## config.mk

```make
export PLATFORM = sky130hd
export DESIGN_NAME = display_scheduler
export DESIGN_NICKNAME = d
export VERILOG_FILES = /design/src/rtl/display_scheduler.sv
export SDC_FILE = /design/constraint.sdc
export NUM_CORES = 1
export LEC_CHECK = 0
export ABC_CLOCK_PERIOD_IN_PS = 2600
export BUFFER_PORTS_ARGS = -buffer_cell sky130_fd_sc_hd__buf_2
export CAP_MARGIN = 20
export CORE_ASPECT_RATIO = 1.1
export CORE_UTILIZATION = 47
export CTS_BUF_LIST = sky130_fd_sc_hd__clkbuf_8
export DETAILED_ROUTE_END_ITERATION = 12
export PLACE_DENSITY = 0.64
export REMOVE_ABC_BUFFERS = 1
export SLEW_MARGIN = 20
export SYNTH_ARGS = -nofsm -noshare
export SYNTH_HDL_FRONTEND = slang
export SYNTH_SLANG_ARGS = --single-unit
export TNS_END_PERCENT = 20
```

## constraint.sdc

```tcl
create_clock -name clk -period 2.6 [get_ports clk]
set_input_delay 0.13 -clock clk [delete_from_list [all_inputs] [get_ports clk]]
set_output_delay 0.13 -clock clk [all_outputs]
set_load 0.02 [all_outputs]
```

## src/rtl/display_scheduler.sv

```systemverilog
`timescale 1ns/1ps
// display_scheduler
// Shares a 4-digit seven-segment display between two periodic sources
// (rotated on a dwell timer) and a pre-emptive, blinking alert that holds
// for a fixed time before handing the display back.
//
// state | meaning
// IDLE  | no source enabled, display shows dashes
// SHOW0 | src0 on display for one dwell period
// SHOW1 | src1 on display for one dwell period
// ALERT | latched alert word on display, blinking, for the hold time
module display_scheduler #(
  parameter int unsigned DWELL_CYCLES = 50_000_000,
  parameter int unsigned HOLD_CYCLES  = 150_000_000,
  parameter int unsigned BLINK_CYCLES = 12_500_000
) (
  input  logic        clk,
  input  logic        rst_n,
  input  logic [15:0] src0_bcd,
  input  logic        src0_en,
  input  logic [15:0] src1_bcd,
  input  logic        src1_en,
  input  logic        alert_req,
  input  logic [15:0] alert_bcd,
  output logic        alert_ack,
  output logic [15:0] bcd_out,
  output logic [1:0]  active_src,
  output logic        alert_busy
);

  typedef enum logic [1:0] {
    IDLE  = 2'd0,
    SHOW0 = 2'd1,
    SHOW1 = 2'd2,
    ALERT = 2'd3
  } state_t;

  localparam logic [31:0] DWELL_LAST = 32'(DWELL_CYCLES - 1);
  localparam logic [31:0] HOLD_LAST  = 32'(HOLD_CYCLES - 1);
  localparam logic [31:0] BLINK_LAST = 32'(BLINK_CYCLES - 1);
  localparam logic [15:0] DASHES     = 16'hFFFF;

  state_t      state_q, state_d;
  state_t      ret_q, ret_d;
  logic [31:0] cnt_q, cnt_d;
  logic [31:0] blink_q, blink_d;
  logic        phase_q, phase_d;
  logic [15:0] word_q, word_d;
  logic        ack_d;
  logic [15:0] bcd_d;
  logic [1:0]  src_d;
  logic        busy_d;

  // State register plus the counters, return slot and latched alert word.
  always_ff @(posedge clk or negedge rst_n) begin
    if (!rst_n) begin
      state_q <= IDLE;
      ret_q   <= IDLE;
      cnt_q   <= '0;
      blink_q <= '0;
      phase_q <= 1'b1;
      word_q  <= DASHES;
    end else begin
      state_q <= state_d;
      ret_q   <= ret_d;
      cnt_q   <= cnt_d;
      blink_q <= blink_d;
      phase_q <= phase_d;
      word_q  <= word_d;
    end
  end

  // Next-state: alert pre-empts everything, then hold expiry, source loss,
  // dwell rotation, and finally leaving IDLE.
  always_comb begin
    state_d = state_q;
    ret_d   = ret_q;
    cnt_d   = cnt_q + 32'd1;
    word_d  = word_q;
    ack_d   = 1'b0;
    if (alert_req) begin
      state_d = ALERT;
      cnt_d   = '0;
      word_d  = alert_bcd;
      ack_d   = 1'b1;
      // A retrigger must not overwrite the source we will return to.
      if (state_q != ALERT) ret_d = state_q;
    end else begin
      case (state_q)
        ALERT: begin
          if (cnt_q == HOLD_LAST) begin
            cnt_d = '0;
            if (ret_q == SHOW0 && src0_en)      state_d = SHOW0;
            else if (ret_q == SHOW1 && src1_en) state_d = SHOW1;
            else if (src0_en)                   state_d = SHOW0;
            else if (src1_en)                   state_d = SHOW1;
            else                                state_d = IDLE;
          end
        end
        SHOW0: begin
          if (!src0_en) begin
            state_d = src1_en ? SHOW1 : IDLE;
            cnt_d   = '0;
          end else if (cnt_q == DWELL_LAST) begin
            cnt_d = '0;
            if (src1_en) state_d = SHOW1;
          end
        end
        SHOW1: begin
          if (!src1_en) begin
            state_d = src0_en ? SHOW0 : IDLE;
            cnt_d   = '0;
          end else if (cnt_q == DWELL_LAST) begin
            cnt_d = '0;
            if (src0_en) state_d = SHOW0;
          end
        end
        IDLE: begin
          if (src0_en) begin
            state_d = SHOW0;
            cnt_d   = '0;
          end else if (src1_en) begin
            state_d = SHOW1;
            cnt_d   = '0;
          end
        end
        default: ;
      endcase
    end
  end

  // Blink timing: restarts in the visible phase on every accepted alert.
  always_comb begin
    blink_d = '0;
    phase_d = 1'b1;
    if (!alert_req && state_q == ALERT) begin
      if (blink_q == BLINK_LAST) begin
        blink_d = '0;
        phase_d = ~phase_q;
      end else begin
        blink_d = blink_q + 32'd1;
        phase_d = phase_q;
      end
    end
  end

  // Output selection from the current state; registered below.
  always_comb begin
    bcd_d  = DASHES;
    src_d  = 2'd3;
    busy_d = 1'b0;
    case (state_q)
      SHOW0: begin
        bcd_d = src0_bcd;
        src_d = 2'd0;
      end
      SHOW1: begin
        bcd_d = src1_bcd;
        src_d = 2'd1;
      end
      ALERT: begin
        bcd_d  = phase_q ? word_q : DASHES;
        src_d  = 2'd2;
        busy_d = 1'b1;
      end
      default: ;
    endcase
  end

  // Output registers, one cycle behind the state register.
  always_ff @(posedge clk or negedge rst_n) begin
    if (!rst_n) begin
      bcd_out    <= DASHES;
      active_src <= 2'd3;
      alert_busy <= 1'b0;
      alert_ack  <= 1'b0;
    end else begin
      bcd_out    <= bcd_d;
      active_src <= src_d;
      alert_busy <= busy_d;
      alert_ack  <= ack_d;
    end
  end

endmodule
```

Word level (Yosys, flattened, before mapping)

Cells that the tools add are included.

Bits in registers: 105
Latch bits: 0
RAM bits: 0
Bits in read-only memories: 0
Output and inout bits: 20
Logic and storage cells: 66
Memories kept: 0

Add/sub/neg operators: 2
Multiply operators: 0
Div/mod/pow operators: 0
$lt $le $gt $ge: 0
Eq/ne operators: 14
Shifts and indexed selects: 0
Multiplexer cells: 32
Bitwise logic cells: 1
Reduce and logical (&&, ||, !) cells: 7

Operator list:

| operator                                         | number |
|---|---|
| two-way mux 32 bit                               | 9 |
| case mux 32 bit (4 select lines)                 | 1 |
| adder 32 x 1 -> 32 bit (second input constant)   | 2 |
| case mux 16 bit (3 select lines)                 | 1 |
| == test 32 x 24 -> 1 bit (second input constant) | 1 |
| == test 32 x 26 -> 1 bit (second input constant) | 1 |
| == test 32 x 28 -> 1 bit (second input constant) | 1 |
| two-way mux 2 bit                                | 13 |
| two-way mux 16 bit                               | 1 |
| != test 4 bit (second input constant)            | 3 |
| case mux 2 bit (4 select lines)                  | 1 |
| == test 2 bit (second input constant)            | 3 |
| case mux 2 bit (3 select lines)                  | 1 |
| two-way mux 1 bit                                | 5 |
| == test 2 x 1 -> 1 bit (second input constant)   | 2 |
| AND reduction 4 bit                              | 1 |
| logical AND 1 bit                                | 3 |
| != test 3 bit (second input constant)            | 1 |
| logical NOT 2 bit                                | 1 |
| != test 2 x 1 -> 1 bit (second input constant)   | 1 |
| != test 2 bit (second input constant)            | 1 |
| AND reduction 2 bit                              | 1 |
| logical NOT 1 bit                                | 1 |
| NOT 1 bit                                        | 1 |

Logic depth before layout (Yosys ltp)

Gate-level depths: netlist (run 1).

Depth in word-level cells: 7
Gate-level depth with buffers: 8

Least setup slack after synthesis (run 1)

OpenSTA, ideal clock, no wires.

Kind: flip-flop to flip-flop
From: register cnt_q[0]
To: register cnt_q[18]
Library setup time: 0.132 ns
Data arrival time: 1.857 ns
Required time: 2.468 ns
Setup slack: 0.611 ns
Stages on the path, launching flop included: 8
Buffers on the path: 1
Clock period less this slack: 1.989 ns
Path through: dfrtp_1 -> ha_1 -> nand2_1 -> or3_1 -> buf_6 -> or4_4 -> xnor2_1 -> nor2_1

Longest elaborated chain between the ends: 5
Elaborated cells between the ends (all ways): 11
Those cells by class: add/sub: 1; eq/ne: 2; mux: 8

Ends and longest elaborated chain:

| item                                                                      | line          | source |
|---|---|---|
| start: declaration                                                        | 45            | `logic [31:0] cnt_q, cnt_d;` |
| start signal: assignment                                                  | 66            | `cnt_q <= cnt_d;` |
| adder 32 x 1 -> 32 bit / == test 32 x 26 -> 1 bit (equally long branches) | 78, 104, 113  |  |
| two-way mux 32 bit (on tied branches)                                     | 122, 104, 113 |  |
| two-way mux 32 bit (on tied branches)                                     | 119, 101, 110 |  |
| case mux 32 bit (4 select lines) (*)                                      | 89            | `case (state_q)` |
| two-way mux 32 bit (*)                                                    | 81            | `if (alert_req) begin` |
| named net cnt_d[18]                                                       | 45            |  |

Mark *: on every way through the listed nets, which the timed path passes. The rest lies on a longest branch.
A chain may end at the register's enable or synchronous reset.

Worst setup path in the final report (run 1)

Ends and elaborated chain as after synthesis.

==> flow_metrics.py, run 1 <==
metrics = {
    "sta": {
        "worst_pin_slew_ps": 585.9,
        "rsz0062_at_grt": "no",
        "setup_viol": 0,
        "min_period_ps": 2160,
        "skew_ps": 16.88,
        "finalSetupTns_ps": 0,
        "fin_ws_ps": 439.8,
        "finalCritPeriodShare": 0.8309,
        "relSlewSlack": 0.6094,
        "slew_viol_final": 0,
        "hold_viol": 0,
        "hold_ws_ps": 30.23,
        "timing.fmax_mhz": 462.9,
    },
    "route": {
        "drt_iter0_markers": 178,
        "viasPerCell": 5.474,
        "first_pass_iters": 5,
        "drt_wl_total_um": 11820,
        "vias": 4204,
        "drtAntennaViolNets": 0,
        "drcViolationCount": 0,
        "avgRoutedWirePerCell_um": 15.39,
    },
    "layout": {
        "final.fill_count": 915,
        "design_area_um2": 6454,
        "diodes": 0,
        "nNetsFinal": 675,
        "syn_to_final_growth_pct": 21.91,
        "stdcell_count": 768,
        "drive_above_1_share": 0.2802,
    },
    "synthesis": {
        "seq_area_frac_synth": 0.5046,
        "syn_inst": 502,
        "yosysTopAreaCell": "dfrtp_1",
        "syn_area_um2": 5294,
        "synthTopCellsByArea": "dfrtp_1 (33%), dfstp_2 (17%), xnor2_1 (5.5%), xor2_1 (3.8%), nor2_1 (3.6%)",
        "ys_types": 53,
        "synth.top_cell.area_share": 0.3309,
        "yosys_register_bits": 105,
        "ys_warn_count": 0,
        "syn_avg_cell_area_um2": 10.55,
    },
    "clock_tree": {
        "cts_setup_buffers": 0,
        "cts_tree": "yes",
        "cts_buffer_depth": 2,
        "clk_pin_slew_ps": 100,
        "ctsResizeCount": 0,
        "cts-root-buf": "clkbuf_8",
        "clock_sinks": 105,
        "cts_buffers": 9,
        "clock_latency_ps": 380,
        "postCtsHoldBufs": 46,
        "htreeDepth": 3,
    },
    "die": {
        "io_pins": 73,
        "die-area_um2": 11690,
        "initial_core_util": 0.4830,
        "die_w_um": 103.2,
        "die_h_um": 113.3,
        "row_count": 40,
        "core_area_um2": 10960,
    },
    "worst_hold_path": {
        "min-delay-path-class": "input port to flip-flop",
        "min_from": "src1_bcd[4]",
    },
    "grt": {
        "grt_pass1_vias": 4220,
        "antenna_found_initial": 0,
        "grt_overflow": 0,
        "grt_max_degree": 68,
        "grt_pass1_wl_um": 19930,
        "grt_usage": 0.2207,
    },
    "setup_path": {
        "path_class": "flip-flop to flip-flop",
        "crit_fanout": 7,
        "crit_start": "cnt_q[0]$_DFF_PN0_",
        "required_ps": 2870,
        "arrival_ps": 2430,
        "critPathLaunchType": "flip-flop",
        "reg2reg_from": "cnt_q[0]$_DFF_PN0_",
        "critPathCaptureType": "flip-flop",
    },
    "placed_design": {
        "dp.cells": 706,
        "placed_cell_area_um2": 5816,
        "io_buffers": 72,
        "dp_worst_setup_slack_ps": 459.5,
        "dpl.hpwl_um": 7679,
        "routabilityCongestion": 0.8200,
    },
    "power": {
        "p_per_area_nw_per_um2": 656.2,
        "leakagePower_nw": 2.676,
        "peakVddDrop_mv": 0.3402,
    },
    "status": {
        "status": "finished clean",
    },
    "run": {
        "drv_cap": 0,
    },
}
==> layout by cell type (no fill, tap or decap), types with 3 or more instances in the layout <==
cell	netlist	layout
o21ai_0	26	26
nand2_1	37	37
nor4_1	7	7
and4_1	5	5
xor2_1	23	23
clkbuf_8	0	9
nor3_2	10	10
nand3_2	3	3
dlygate4sd3_1	0	46
ha_1	6	6
mux2_2	16	16
nor4_4	3	3
dfrtp_1	70	70
nor2_1	51	51
xnor2_1	33	33
dfstp_2	35	35
buf_2	7	71
buf_4	1	8
nand4_1	12	12
nand2b_1	4	4
a221oi_1	16	16
a21oi_1	7	7
nand3_1	21	21
inv_1	15	17
or3_1	8	8
nor4_2	4	4
and3_1	7	7
nor4b_1	5	5
nor3_1	24	24
nand3b_1	3	3
==> critical path, stage by stage (launching register included) <==
cell and delay [ps]:
dfrtp_1 420, ha_1 270, nand2_1 110, or3_1 520, or4_4 540, xnor2_1 140
nor2_1 50
==> kinds of logic after synthesis <==
family                     Yosys count  share of synthesized area
DFF                                105                     0.5046
adders and majority gates            6                    0.01418
xor gates and xnor gates            56                    0.09265
buffers and inverters               39                    0.03285
AOI/OAI and AO/OA                   59                    0.07256
muxes                               18                    0.03782
and+or+nand+nor                    219                     0.2453
==> state kept, by name, summed over array words and instances (netlist names) <==
signal and flops:
active_src 2, alert_ack 1, alert_busy 1, bcd_out 16, blink_q 32, cnt_q 32, phase_q 1, ret_q 2
state_q 2, word_q 16
==> metrics by stage <==
stage	util	total power, mW
6_report	0.5888	4.235
4_1_cts	0.5888	4.270
2_1_floorplan	-	2.738
3_3_place_gp	0.5306	3.144
5_1_grt	0.5888	4.482
3_5_place_dp	0.5306	3.171
==> final cells by class <==
type	instances	area (um2)	share of cell area
clock buffers	9	123.9	0.01919
flip-flops and latches	105	2671	0.4139
well taps	147	183.9	0.02850
multi-input cells	358	2449	0.3794
repair buffers	127	915.9	0.1419
inverters	15	56.30	0.008724
clock inverters	7	53.80	0.008337
==> layer usage <==
layer	GRT usage	wire length (um)	up-vias
met3	0.04880	423	30
li1	-	-	2004
met2	0.3658	6154	86
met4	0.08920	324	0
met1	0.2774	4914	2084
met5	0	0	-
==> report_power, final <==
group	switching [mW]	total (mW)	leakage, nW	internal [mW]
Clock	0.590	0.949	0.0987	0.359
Combinational	0.722	1.24	1.26	0.518
Sequential	0.100	2.05	1.32	1.95
Total	1.41	4.24	2.68	2.82
==> Yosys cell counts (all sizes together) <==
cell type,count
a22oi,1
clkbuf,12
and2,1
mux2i,2
o41ai,1
or3,8
a221oi,16
dfstp,35
nand2,37
nor2b,1
inv,15
nand4b,2
a311oi,2
xor2,23
nor4,14
or3b,1
or2,1
nand2b,4
o21a,1
o211a,1
and4bb,1
a31oi,1
nand4,14
dfrtp,70
nor2,51
o22ai,1
nand3b,3
buf,12
and3,8
nand3,24
ha,6
or4,3
a21oi,7
xnor2,33
mux2,16
nor4b,6
nor3b,1
and4,5
o21ai,26
a21o,2
nor3,34
==> worst paths after layout <==
path | slack, ps | to | cells past startpoint
worst max-delay path | 440 | cnt_q[18]$_DFF_PN0_ | 6
worst min-delay path | 30 | bcd_out[4]$_DFF_PN1_ | 3
worst max register to register | 440 | cnt_q[18]$_DFF_PN0_ | 6
worst min register to register | 490 | blink_q[0]$_DFF_PN0_ | 1
max in group asynchronous | 1610 | blink_q[30]$_DFF_PN0_ | 3
min in group asynchronous | 240 | alert_busy$_DFF_PN0_ | 2
No activity file was read; power rests on OpenSTA's default activity.
==> inputs of run 2 (changes only) <==
- ABC_CLOCK_PERIOD_IN_PS: 2600 -> 2000
- clock period: 2.6 -> 2 ns (I/O delays scaled with it)
==> flow_metrics.py, run 2 (same netlist as run 1, synthesis figures left out) <==
metrics = {
    "clock_tree": {
        "cts_tree": "yes",
        "cts_buffers": 9,
        "clk_pin_slew_ps": 100,
        "htreeDepth": 3,
        "cts_setup_buffers": 0,
        "cts-root-buf": "clkbuf_8",
        "cts_buffer_depth": 2,
        "clock_sinks": 105,
        "clock_latency_ps": 390,
    },
    "setup_path": {
        "path_class": "flip-flop to flip-flop",
        "critPathLaunchType": "flip-flop",
        "path_depth": 5,
        "reg2reg_from": "cnt_q[11]$_DFF_PN0_",
        "reg2reg_depth": 5,
        "timing.rr.end": "state_q[0]$_DFFE_PN0P_",
        "cp_cell_sequence": "nor4b_1 > nand4_1 > o41ai_1 > o21ai_0 > mux2i_1",
        "crit_path_max_incr_delay_ps": 450,
        "critPathSlowestCell": "dfrtp_1",
        "regToRegSetupSlack_ps": 110,
        "crit_fanout": 5,
        "arrival_ps": 2150,
        "critPathTopFamily": "compound AO/OA/AOI/OAI gates",
        "critPathCaptureType": "flip-flop",
        "required_ps": 2270,
        "worst-path-buf-inv": 0,
    },
    "route": {
        "avgRoutedWirePerCell_um": 15.78,
        "drt_wl_total_um": 12560,
        "drtAntennaViolNets": 0,
        "drcViolationCount": 0,
        "first_pass_iters": 5,
        "vias": 4293,
        "drt_iter0_markers": 157,
        "viasPerCell": 5.393,
    },
    "layout": {
        "reg.largest.list": "blink_q: 32 flops, cnt_q: 32 flops",
        "drive_above_1_share": 0.3174,
        "final_util": 0.6139,
        "nNetsFinal": 703,
        "syn_to_final_growth_pct": 27.11,
        "layout_commonest_cell": "buf_2",
        "diodes": 0,
        "layout_common_cells": "buf_2 (71), dfrtp_1 (69), nor2_1 (51), dlygate4sd3_1 (49), nand2_1 (37)",
    },
    "sta": {
        "finalCritPeriodShare": 0.9434,
        "hold_viol": 0,
        "finalSetupTns_ps": 0,
        "timing.fmax_mhz": 530.0,
        "min_period_ps": 1887,
        "rsz0062_at_grt": "no",
        "skew_ps": 15.16,
        "setup_viol": 0,
        "worst_pin_slew_ps": 578.0,
        "hold_ws_ps": 128.7,
        "slew_viol_final": 0,
        "relSlewSlack": 0.6143,
    },
    "die": {
        "core_area_um2": 10960,
        "die_h_um": 113.3,
        "die-area_um2": 11690,
        "initial_core_util": 0.4830,
        "die_w_um": 103.2,
        "row_count": 40,
        "io_pins": 73,
    },
    "worst_hold_path": {
        "min_from": "alert_req",
        "hold_end": "state_q[0]$_DFFE_PN0P_",
        "min-delay-path-class": "input port to flip-flop",
        "min_path_cells": 3,
    },
    "placed_design": {
        "dpl.hpwl_um": 8090,
        "io_buffers": 72,
        "routabilityCongestion": 0.8498,
    },
    "grt": {
        "grt_pass1_wl_um": 20630,
        "grt_pass1_vias": 4267,
        "grt_max_degree": 45,
        "grt_usage": 0.2356,
        "grt_overflow": 0,
        "antenna_found_initial": 0,
    },
    "status": {
        "status": "finished clean",
    },
    "power": {
        "leakagePower_nw": 2.841,
        "p_per_area_nw_per_um2": 812.1,
        "peakVddDrop_mv": 0.5668,
    },
    "run": {
        "drv_cap": 0,
    },
}
run 2: worst max-delay path by stage:
stage | startpoint | slack, ps | to
2_1_floorplan | cnt_q[0]$_DFF_PN0_ | -130 | cnt_q[12]$_DFF_PN0_
3_3_place_gp | cnt_q[24]$_DFF_PN0_ | 100 | state_q[0]$_DFFE_PN0P_
3_5_place_dp | cnt_q[24]$_DFF_PN0_ | 70 | state_q[0]$_DFFE_PN0P_
4_1_cts | cnt_q[24]$_DFF_PN0_ | 40 | state_q[0]$_DFFE_PN0P_
5_1_grt | cnt_q[15]$_DFF_PN0_ | 10 | cnt_q[31]$_DFF_PN0_
6_report | cnt_q[11]$_DFF_PN0_ | 110 | state_q[0]$_DFFE_PN0P_
run 2: metal layers:
metal	wire length [um]	share of wire	GRT usage
met1	5325	0.42	0.2917
met2	6427	0.51	0.3880
met3	387	0.031	0.04571
met4	418	0.033	0.1211
met5	0	0	0
run 2: layout make-up:
cell class	count	area, um2
fillers	900	4232
flip-flops and latches	105	2673
multi-input cells	358	2492
repair buffers	155	1154
well taps	147	183.9
clock buffers	9	123.9
inverters	15	56.30
clock inverters	7	46.29
run 2: power by group:
part / internal, mW / total, mW / switching (mW)
clock: 0.455 / 1.19 / 0.738
combinational: 0.640 / 1.61 / 0.970
sequential: 2.53 / 2.66 / 0.132
total: 3.62 / 5.46 / 1.84
run 2: repair_timing:
item                       CTS  global route
gates resized for setup      0            10
setup endpoints to repair    0            66
hold buffers                49             0
hold endpoints to repair    59             0
run 2: stage by stage:
stage          power [mW]  area, um2  setup WS (ps)  instances
5_1_grt             5.783       6729          11.89        796
3_3_place_gp        4.134       6016          97.45        731
6_report            5.465       6729          113.2        796
2_1_floorplan       3.559       5176         -125.6        478
4_1_cts             5.463       6676          39.17        796
3_5_place_dp        4.163       6016          73.76        731
run 2: worst min-delay path: stages:
cell,delay (ps)
buf_2,190
nor2_1,110
mux2i_1,70
